[config.mk]
export PLATFORM = sky130hd
export DESIGN_NAME = tmds_channel_decoder
export DESIGN_NICKNAME = d
export VERILOG_FILES = /design/src/rtl/tmds_pkg.sv /design/src/rtl/tmds_sym_decode.sv /design/src/rtl/tmds_channel_decoder.sv
export SDC_FILE = /design/constraint.sdc
export NUM_CORES = 1
export LEC_CHECK = 0
export ABC_AREA = 1
export CAP_MARGIN = 20
export CORE_MARGIN = 2
export CORE_UTILIZATION = 30
export CTS_BUF_LIST = sky130_fd_sc_hd__clkbuf_16
export DETAILED_ROUTE_END_ITERATION = 16
export DONT_BUFFER_PORTS = 1
export SKIP_LAST_GASP = 1
export SYNTH_ARGS = -nofsm -noshare
export SYNTH_HDL_FRONTEND = slang
export SYNTH_SLANG_ARGS = --single-unit
export TNS_END_PERCENT = 50
[constraint.sdc]
create_clock -name pixel_clk -period 1.9 [get_ports pixel_clk]
set_clock_uncertainty 0.05 [all_clocks]
set_input_delay 0.38 -clock pixel_clk [delete_from_list [all_inputs] [get_ports pixel_clk]]
set_output_delay 0.38 -clock pixel_clk [all_outputs]
set_load 0.05 [all_outputs]
[src/rtl/tmds_pkg.sv]
// rtl/tmds_pkg.sv - TMDS control-token constants and channel-decoder FSM states
// Shared between the transmit-side encoder and the receive-side channel decoder.
package tmds_pkg;

  localparam logic [9:0] TMDS_TOK_00 = 10'h354;
  localparam logic [9:0] TMDS_TOK_01 = 10'h0AB;
  localparam logic [9:0] TMDS_TOK_10 = 10'h154;
  localparam logic [9:0] TMDS_TOK_11 = 10'h2AB;

  typedef enum logic [1:0] {
    ST_SEARCH = 2'd0,
    ST_SLIP   = 2'd1,
    ST_LOCKED = 2'd2
  } tmds_state_t;

endpackage

[src/rtl/tmds_sym_decode.sv]
// rtl/tmds_sym_decode.sv - combinational TMDS 10b symbol decode
// Produces the 8-bit data byte plus control-token detection and {c1,c0}.
module tmds_sym_decode
  import tmds_pkg::*;
(
  input  logic [9:0] sym,
  output logic       is_ctrl,
  output logic [1:0] ctrl,
  output logic [7:0] data
);

  logic [7:0] d;

  always_comb begin
    is_ctrl = 1'b1;
    ctrl    = 2'b00;
    case (sym)
      TMDS_TOK_00: ctrl = 2'b00;
      TMDS_TOK_01: ctrl = 2'b01;
      TMDS_TOK_10: ctrl = 2'b10;
      TMDS_TOK_11: ctrl = 2'b11;
      default:     is_ctrl = 1'b0;
    endcase
  end

  // bit 9 undoes DC-balance inversion, bit 8 selects XOR vs XNOR chaining
  assign d         = sym[9] ? ~sym[7:0] : sym[7:0];
  assign data[0]   = d[0];
  assign data[7:1] = sym[8] ? (d[7:1] ^ d[6:0]) : ~(d[7:1] ^ d[6:0]);

endmodule

[src/rtl/tmds_channel_decoder.sv]
// rtl/tmds_channel_decoder.sv - TMDS channel word alignment and symbol decode
// Optional lock-loss counter on err_cnt when TMDS_ERR_CNT_EN is defined.
module tmds_channel_decoder
  import tmds_pkg::*;
#(
  parameter int CTRL_RUN   = 8,
  parameter int SEARCH_WIN = 4096,
  parameter int SLIP_WAIT  = 16
) (
  input  logic        pixel_clk,
  input  logic        sys_rst_n,
  input  logic [9:0]  sym_in,
  output logic        bitslip,
  output logic        locked,
  output logic        de,
  output logic [1:0]  ctrl,
  output logic [7:0]  data
`ifdef TMDS_ERR_CNT_EN
  ,
  output logic [15:0] err_cnt
`endif
);

  localparam int RUN_W  = $clog2(CTRL_RUN + 1);
  localparam int WIN_W  = $clog2(SEARCH_WIN + 1);
  localparam int SLIP_W = $clog2(SLIP_WAIT + 1);
  localparam logic [RUN_W-1:0]  RUN_FULL  = RUN_W'(CTRL_RUN);
  localparam logic [WIN_W-1:0]  WIN_LAST  = WIN_W'(SEARCH_WIN - 1);
  localparam logic [SLIP_W-1:0] SLIP_LAST = SLIP_W'(SLIP_WAIT - 1);

  // reset asserts immediately, deasserts on a clock edge
  logic [1:0] rst_sync;
  logic       rst_n;

  always_ff @(posedge pixel_clk or negedge sys_rst_n) begin
    if (!sys_rst_n) rst_sync <= 2'b00;
    else            rst_sync <= {rst_sync[0], 1'b1};
  end
  assign rst_n = rst_sync[1];

  logic [9:0] sym_q;

  always_ff @(posedge pixel_clk or negedge rst_n) begin
    if (!rst_n) sym_q <= '0;
    else        sym_q <= sym_in;
  end

  logic       dec_is_ctrl;
  logic [1:0] dec_ctrl;
  logic [7:0] dec_data;

  tmds_sym_decode u_dec (
    .sym     (sym_q),
    .is_ctrl (dec_is_ctrl),
    .ctrl    (dec_ctrl),
    .data    (dec_data)
  );

  tmds_state_t       state;
  logic [RUN_W-1:0]  run_cnt;
  logic [WIN_W-1:0]  win_cnt;
  logic [SLIP_W-1:0] slip_cnt;
  logic              run_done;
  logic              win_done;
`ifdef TMDS_ERR_CNT_EN
  logic [15:0]       err_q;
  assign err_cnt = err_q;
`endif

  assign run_done = (run_cnt == RUN_FULL);
  assign win_done = (win_cnt == WIN_LAST);

  always_ff @(posedge pixel_clk or negedge rst_n) begin
    if (!rst_n) begin
      state    <= ST_SEARCH;
      run_cnt  <= '0;
      win_cnt  <= '0;
      slip_cnt <= '0;
      bitslip  <= 1'b0;
      locked   <= 1'b0;
`ifdef TMDS_ERR_CNT_EN
      err_q    <= '0;
`endif
    end else begin
      bitslip <= 1'b0;
      if (state == ST_SLIP || !dec_is_ctrl) run_cnt <= '0;
      else if (!run_done)                   run_cnt <= run_cnt + RUN_W'(1);

      case (state)
        ST_SEARCH: begin
          // run completion takes priority over window expiry
          if (run_done) begin
            state   <= ST_LOCKED;
            locked  <= 1'b1;
            win_cnt <= '0;
          end else if (win_done) begin
            state    <= ST_SLIP;
            bitslip  <= 1'b1;
            win_cnt  <= '0;
            run_cnt  <= '0;
            slip_cnt <= '0;
          end else begin
            win_cnt <= win_cnt + WIN_W'(1);
          end
        end
        ST_SLIP: begin
          win_cnt <= '0;
          if (slip_cnt == SLIP_LAST) begin
            state    <= ST_SEARCH;
            slip_cnt <= '0;
          end else begin
            slip_cnt <= slip_cnt + SLIP_W'(1);
          end
        end
        ST_LOCKED: begin
          if (run_done) begin
            win_cnt <= '0;
          end else if (win_done) begin
            state   <= ST_SEARCH;
            locked  <= 1'b0;
            win_cnt <= '0;
`ifdef TMDS_ERR_CNT_EN
            if (err_q != 16'hFFFF) err_q <= err_q + 16'd1;
`endif
          end else begin
            win_cnt <= win_cnt + WIN_W'(1);
          end
        end
        default: state <= ST_SEARCH;
      endcase
    end
  end

  always_ff @(posedge pixel_clk or negedge rst_n) begin
    if (!rst_n) begin
      de   <= 1'b0;
      ctrl <= 2'b00;
      data <= 8'h00;
    end else if (state != ST_LOCKED) begin
      de   <= 1'b0;
      ctrl <= 2'b00;
      data <= 8'h00;
    end else if (dec_is_ctrl) begin
      de   <= 1'b0;
      ctrl <= dec_ctrl;
      data <= 8'h00;
    end else begin
      de   <= 1'b1;
      data <= dec_data;
    end
  end

endmodule

== Word-level counts from Yosys, hierarchy flattened ==
Cells that the tools add are included.
Word-level totals
  output and inout bits: 13
  bits in writable memories: 0
  memory bits (read-only): 0
  word-level logic and storage cells: 81
  bits in latches: 0
  register bits: 49
  memories: 0
Operators by class
  multipliers: 0
  equality and inequality tests: 17
  reductions and logical operators: 12
  $lt $le $gt $ge: 0
  add/sub/neg operators: 3
  bitwise gates (word level): 3
  shift-type cells: 0
  multiplexer cells: 35
  divide/modulo/power cells: 0
Operators with widths (number)
  $mux 13: 2
  $pmux 13 s2: 1
  $mux 8: 3
  $eq 10x10->1 const B: 2
  $mux 4: 5
  $mux 5: 3
  $mux 2: 7
  $add 13x1->13 const B: 1
  $eq 13x12->1 const B: 1
  $ne 2x2->1 const B: 6
  $pmux 2 s3: 2
  $eq 10x8->1 const B: 1
  $eq 10x9->1 const B: 1
  $pmux 5 s2: 1
  $mux 1: 9
  $not 8->8: 1
  $reduce_and 4->1: 2
  $reduce_bool 2->1: 4
  $mux 7: 1
  $not 7->7: 1
  $xor 7x7->7: 1
  $add 5x1->5 const B: 1
  $eq 5x4->1 const B: 1
  $add 4x1->4 const B: 1
  12 further kinds: 12

== Depth between registers and ports, before layout ==
Gate-level depths: netlist of the first run.
  word-level depth: 9
  depth in mapped cells: 10
  gate-level depth less buffers: 10

== Modules after synthesis ==
A second synthesis of the first run with hierarchy kept.
Second synthesis, totals
  cells, all modules: 283
  area total of the unflattened synthesis: 2424.8 um^2
Modules (own cells, without submodules)
  tmds_channel_decoder: seq. area each 1226.2 um^2, cells an instance 226, area each 2089.5 um^2, instances 1
  tmds_sym_decode: seq. area each 0.0 um^2, cells an instance 57, area each 335.3 um^2, instances 1

== Worst setup path after synthesis of the first run ==
No wires, ideal clock.
  path type: reg2reg
  start: register win_cnt[0]
  end: register win_cnt[9]
  setup time: 0.117 ns
  buffers on the path: 0
  data required time: 1.733 ns
  data arrival time: 1.275 ns
  cell stages (with the launch flop): 11
  slack: 0.458 ns
  path through: dfrtp_1 > ha_1 > nand2_2 > nor2_4 > nand2_4 > nor2_8 > nand2_4 > nand2_4 > inv_2 > nand2_1 > nand2_1
Between the ends
  word-level cells in the longest chain between the ends: 4
RTL lines
  start: declaration: line tmds_channel_decoder.sv:61  | logic [WIN_W-1:0] win_cnt;
  start signal: assignment: line tmds_channel_decoder.sv:103  | win_cnt <= win_cnt + WIN_W'(1);
  start signal: assignment: line tmds_channel_decoder.sv:126  | win_cnt <= win_cnt + WIN_W'(1);
  $add 13x1->13 / $eq 13x12->1 (equally long branches): line tmds_channel_decoder.sv:103, tmds_channel_decoder.sv:126, tmds_channel_decoder.sv:71
  $mux 13 (*): line tmds_channel_decoder.sv:96, tmds_channel_decoder.sv:118
  $mux 13 (*): line tmds_channel_decoder.sv:116  | if (run_done) begin
  $pmux 13 s2 (*): line tmds_channel_decoder.sv:89  | case (state)
Mark *: on every way between the ends. The rest lies on a longest branch, timed or not.
A chain may end at the register's enable or synchronous reset.

== Worst setup path in the final report of the first run ==
  start: register win_cnt[0]
  end: register win_cnt[11]
The elaborated chain is that of the path after synthesis.

==> flow_summary.yaml, run 1 <==
layout:
  antennaDiodeCount: 0
  drive_above_1_share: 0.1148
  final_util: 0.3438
  final_area_mm2: 0.002615
  fillers: 811
  area_growth_pct: 12.79
  layout.nets: 285
  instances_no_fill: 372
pwr:
  leakage_nw: 1.301
  p_per_area_mw_per_mm2: 761.6
  ir_drop_mv: 0.3320
  total_power_mw: 1.992
sta:
  hold_ws_ns: 0.06563
  rsz0062_at_grt: "false"
  finalWorstSetupSlack_ns: 0.2914
  maxSlewViolCount: 0
  finalSetupViolations: 0
  fin_crit_sh: 0.8466
  final.setup.tns_ns: 0
  relSlewSlack: 0.6637
  worstMarginPinSlew_ns: 0.5044
  max_freq_ghz: 0.6217
  hold_viol: 0
  min_period_ns: 1.609
routing:
  drtPass1Iterations: 4
  postRouteWirelength_um: 4086
  ant_nets: 0
  vias: 1643
  drc: 0
  drt-initial-drc-count: 84
  via_per_inst: 4.417
  wl_per_cell_um: 10.98
logic_synthesis:
  yosysTopAreaCell: "dfrtp_1"
  syn_nets: 277
  synth-seq-cells: 49
  avgSynthCellArea_um2: 8.883
  synth_edf_count: 0
  yosysWarnings: 0
  synth_commonest_cells: "nand2_1 (71), dfrtp_1 (49), nor2_1 (29), inv_1 (21), nand3_1 (17)"
  ys_types: 27
  yosysSeqAreaShare: 0.5289
  syn_area_mm2: 0.002318
  synth_top_area_share: 0.5289
  ys_top_cells_by_area: "dfrtp_1 (53%), nand2_1 (11%), xor2_1 (4.9%)"
  synthArstFlopShare: 1.000
  synthFlopType: "dfrtp_1"
  syn_inst: 261
  synth.most_common_cell: "nand2_1"
grt:
  grt_pass1_vias: 1658
  grt_antenna_before_repair: 0
  gr-total-overflow: 0
  grt_max_degree: 29
  grt_usage: 0.1098
  grt_pass1_wl_um: 7479
floorplanning:
  ios: 25
  start_util: 0.3048
  die_area_mm2: 0.008447
  num_rows: 32
  placeableCoreArea_mm2: 0.007607
  die_h_um: 91.91
  die_w_um: 91.91
place:
  place_inst: 363
  gp_congestion: 0.8082
  pre_cts_ws_ns: 0.3052
  dpl.hpwl_um: 3102
  placed_area_mm2: 0.002460
  port_buffers: 0
critical_path:
  path_delay_family: "simple AND/OR/NAND/NOR gates"
  end_kind: "register"
  crit_arrival_ns: 1.73
  path_cells: "ha_1 -> nand2_2 -> nor2_4 -> nand2_4 -> nor2_8 -> nand2_4 -> nand2_4 -> inv_2 -> nand2_1 -> nand2_1"
  cp.buffers_inverters: 1
  critPathKind: "register to register"
  required_ns: 2.02
  cpPeakStageDelay_ns: 0.39
  cpMostUsedCell: "nand2_4"
  crit_slowest_cell: "dfrtp_1"
  critPathMaxFanout: 8
  cp-start-kind: "register"
clocking:
  cts.sinks: 49
  clk_path_buf_depth: 2
  h-tree-depth: 2
  cts_resized: 0
  clock_latency_ns: 0.29
  ctsHoldBuffers: 1
  cts_tree: "yes"
  cts_setup_buffers: 0
  path_clk_slew_ns: 0.07
  cts_buffers: 5
  cts-root-buf: "clkbuf_16"
hold_path:
  hold_path_class: "primary input to register"
status:
  status: "completed"
run:
  cap_violations: 0
[sequential cells by signal (all words and copies together), names as in the netlist]
| signal | cells |
|---|---|
| bitslip | 1 |
| ctrl | 2 |
| data | 8 |
| de | 1 |
| locked | 1 |
| rst_sync | 2 |
| run_cnt | 4 |
| slip_cnt | 5 |
| state | 2 |
| sym_q | 10 |
| win_cnt | 13 |
[final timing paths]
| kind | slack, ns | cells past startpoint | to | startpoint |
|---|---|---|---|---|
| setup / recovery | 0.29 | 10 | win_cnt[11]$_DFFE_PN0P_ | win_cnt[0]$_DFFE_PN0P_ |
| hold / removal | 0.07 | 0 | sym_q[3]$_DFF_PN0_ | sym_in[3] |
| setup reg to reg | 0.29 | 10 | win_cnt[11]$_DFFE_PN0P_ | win_cnt[0]$_DFFE_PN0P_ |
| hold reg to reg | 0.17 | 0 | bitslip$_DFF_PN0_ | rst_sync[1]$_DFF_PN0_ |
| max in group asynchronous | 1.13 | 1 | run_cnt[0]$_DFF_PN0_ | rst_sync[1]$_DFF_PN0_ |
| min in group asynchronous | 0.17 | 0 | bitslip$_DFF_PN0_ | rst_sync[1]$_DFF_PN0_ |
[layout by cell type (no fill, tap or decap), drive strengths merged]
cell         count
nand4            6
xor2            13
dfrtp           49
clkinv           2
or2              2
inv             29
buf              1
xnor2            7
nor2            35
nor3             6
conb             1
clkbuf           5
nand2           77
dlygate4sd3      1
ha               4
nand3           18
a21oi            3
o22ai            2
o21ai            8
clkinvlp         1
[metal layers]
metal,global-route usage,share of wire,up-vias
met5,0,0,-
met1,0.1477,0.49,787
li1,-,-,825
met2,0.1697,0.46,25
met4,0.04478,0.016,0
met3,0.02712,0.035,6
[report_power, final]
| part | total (mW) | internal (mW) | switching (mW) |
|---|---|---|---|
| Combinational | 0.0551 | 0.0224 | 0.0327 |
| Sequential | 1.08 | 1.06 | 0.0221 |
| Clock | 0.858 | 0.485 | 0.373 |
[layout make-up]
class                   instances  area, um^2  share of cell area
flip-flops and latches         49        1227              0.4694
multi-input cells             182       975.9              0.3732
well taps                     102       127.6             0.04880
clock buffers                   5       125.1             0.04785
inverters                      29       108.9             0.04163
repair buffers                  2       30.03             0.01148
clock inverters                 3       20.02            0.007655
[cell families (layout without fill, tap and decap cells)]
group	count (synthesis)	in the layout	synth area share
xor gates and xnor gates	20	20	0.07555
and+or+nand+nor	144	144	0.2930
other	1	1	0.001617
DFF	49	49	0.5289
AOI/OAI and AO/OA	13	13	0.02914
buffers and inverters	30	39	0.05019
adders and majority gates	4	4	0.02159
No activity file was read; power rests on OpenSTA's default activity.
==> inputs of run 2 (changes only) <==
clock period = 1.29 ns   (was 1.9 ns; I/O delays follow)
==> flow_summary.yaml, run 2 (synthesized netlist as in run 1, its figures left out) <==
routing:
  vias: 1818
  postRouteWirelength_um: 4546
  drt-initial-drc-count: 87
  ant_nets: 0
  drtPass1Iterations: 4
  drc: 0
  wl_per_cell_um: 10.65
  via_per_inst: 4.258
clocking:
  path_clk_slew_ns: 0.07
  clock_latency_ns: 0.28
  h-tree-depth: 2
  cts-root-buf: "clkbuf_16"
  cts_tree: "yes"
  cts_buffers: 5
  cts.sinks: 49
  clk_path_buf_depth: 2
place:
  gp_congestion: 0.8404
  dpl.hpwl_um: 3376
  port_buffers: 0
  pre_cts_ws_ns: -0.1841
  placed_area_mm2: 0.002775
  place_inst: 405
grt:
  grt_pass1_vias: 1832
  grt_use_met2: 0.1961
  met1_usage: 0.1604
  met3_usage: 0.03122
  busiest_layer: "met2"
  grt_pass1_wl_um: 8224
  grt_antenna_before_repair: 0
  gr-total-overflow: 0
  grt_usage: 0.1213
  grt_max_degree: 48
critical_path:
  critPathMaxFanout: 8
  r2r_start: "win_cnt[0]$_DFFE_PN0P_"
  required_ns: 1.42
  cp-start-kind: "register"
  critPathKind: "register to register"
  end_kind: "register"
  critical_path.startpoint: "win_cnt[0]$_DFFE_PN0P_"
  crit_arrival_ns: 1.56
run:
  cap_violations: 0
floorplanning:
  die_w_um: 91.91
  placeableCoreArea_mm2: 0.007607
  start_util: 0.3048
  ios: 25
  num_rows: 32
  die_area_mm2: 0.008447
  die_h_um: 91.91
sta:
  max_freq_ghz: 0.6981
  maxSlewViolCount: 0
  hold_ws_ns: 0.1453
  relSlewSlack: 0.6614
  worstMarginPinSlew_ns: 0.5079
  min_period_ns: 1.432
  final.setup.tns_ns: -2.904
  fin_crit_sh: 1.110
  finalWorstSetupSlack_ns: -0.1425
  hold_viol: 0
  finalSetupViolations: 34
  rsz0062_at_grt: "true"
hold_path:
  hold_path_class: "primary input to async pin"
layout:
  drive_above_1_share: 0.2585
  top_register: "win_cnt"
  final_area_mm2: 0.003137
  final_util: 0.4123
  instances_no_fill: 427
  layout.nets: 340
  largest_register_ffs: 13
  layout_common_cells: "nand2_1 (69), dfrtp_1 (48), buf_4 (45)"
  antennaDiodeCount: 0
  final_common_cell: "nand2_1"
  reg_top3: "win_cnt x13, sym_q x10, data x8"
  area_growth_pct: 35.29
pwr:
  p_per_area_mw_per_mm2: 1081
  ir_drop_mv: 0.6930
  total_power_mw: 3.391
  leakage_nw: 1.599
status:
  status: "finished with violations"
  violations: "setup timing"
==> run 2: routing by layer <==
layer | wire length [um] | vias to the layer above
li1 | - | 939
met1 | 2153 | 850
met2 | 2172 | 27
met3 | 181 | 2
met4 | 38 | 0
met5 | 0 | -
==> run 2: final cells by class <==
| type | instances | area, um^2 |
|---|---|---|
| multi-input cells | 182 | 1008 |
| clock inverters | 3 | 68.82 |
| inverters | 29 | 111.4 |
| well taps | 102 | 127.6 |
| repair buffers | 57 | 467.9 |
| flip-flops and latches | 49 | 1227 |
| clock buffers | 5 | 125.1 |
| fillers | 767 | 4471 |
==> run 2: power by group <==
part	internal, mW	switching, mW	total, mW
registers	1.56	0.0181	1.57
logic	0.0688	0.0709	0.140
clock network	1.12	0.560	1.68
total	2.74	0.649	3.39
==> run 2: worst paths after layout <==
path	slack, ns	depth (start not counted)	endpoint
max	-0.14	10	win_cnt[1]$_DFFE_PN0P_
min	0.15	1	rst_sync[0]$_DFF_PN0_
max reg2reg	-0.14	10	win_cnt[1]$_DFFE_PN0P_
min reg2reg	0.19	1	bitslip$_DFF_PN0_
max in group asynchronous	0.78	1	sym_q[6]$_DFF_PN0_
min in group pixel_clk	0.30	0	rst_sync[1]$_DFF_PN0_
==> run 2: critical path: stages, from the launching register on <==
cell	delay, ns
dfrtp_1	0.36
ha_2	0.19
nand2_2	0.06
nor2_4	0.13
nand2_4	0.10
nor2_8	0.11
nand2_4	0.09
nand2_8	0.10
inv_4	0.04
nand2_1	0.05
nand2_1	0.04
==> run 2: timing repair <==
action,in CTS,in global routing
gates cloned,0,0
pin swaps,2,0
gates resized for setup,8,3
endpoints found under the setup margin,34,36
endpoints found under the hold margin,12,0
setup buffers,2,1
hold buffers,11,0
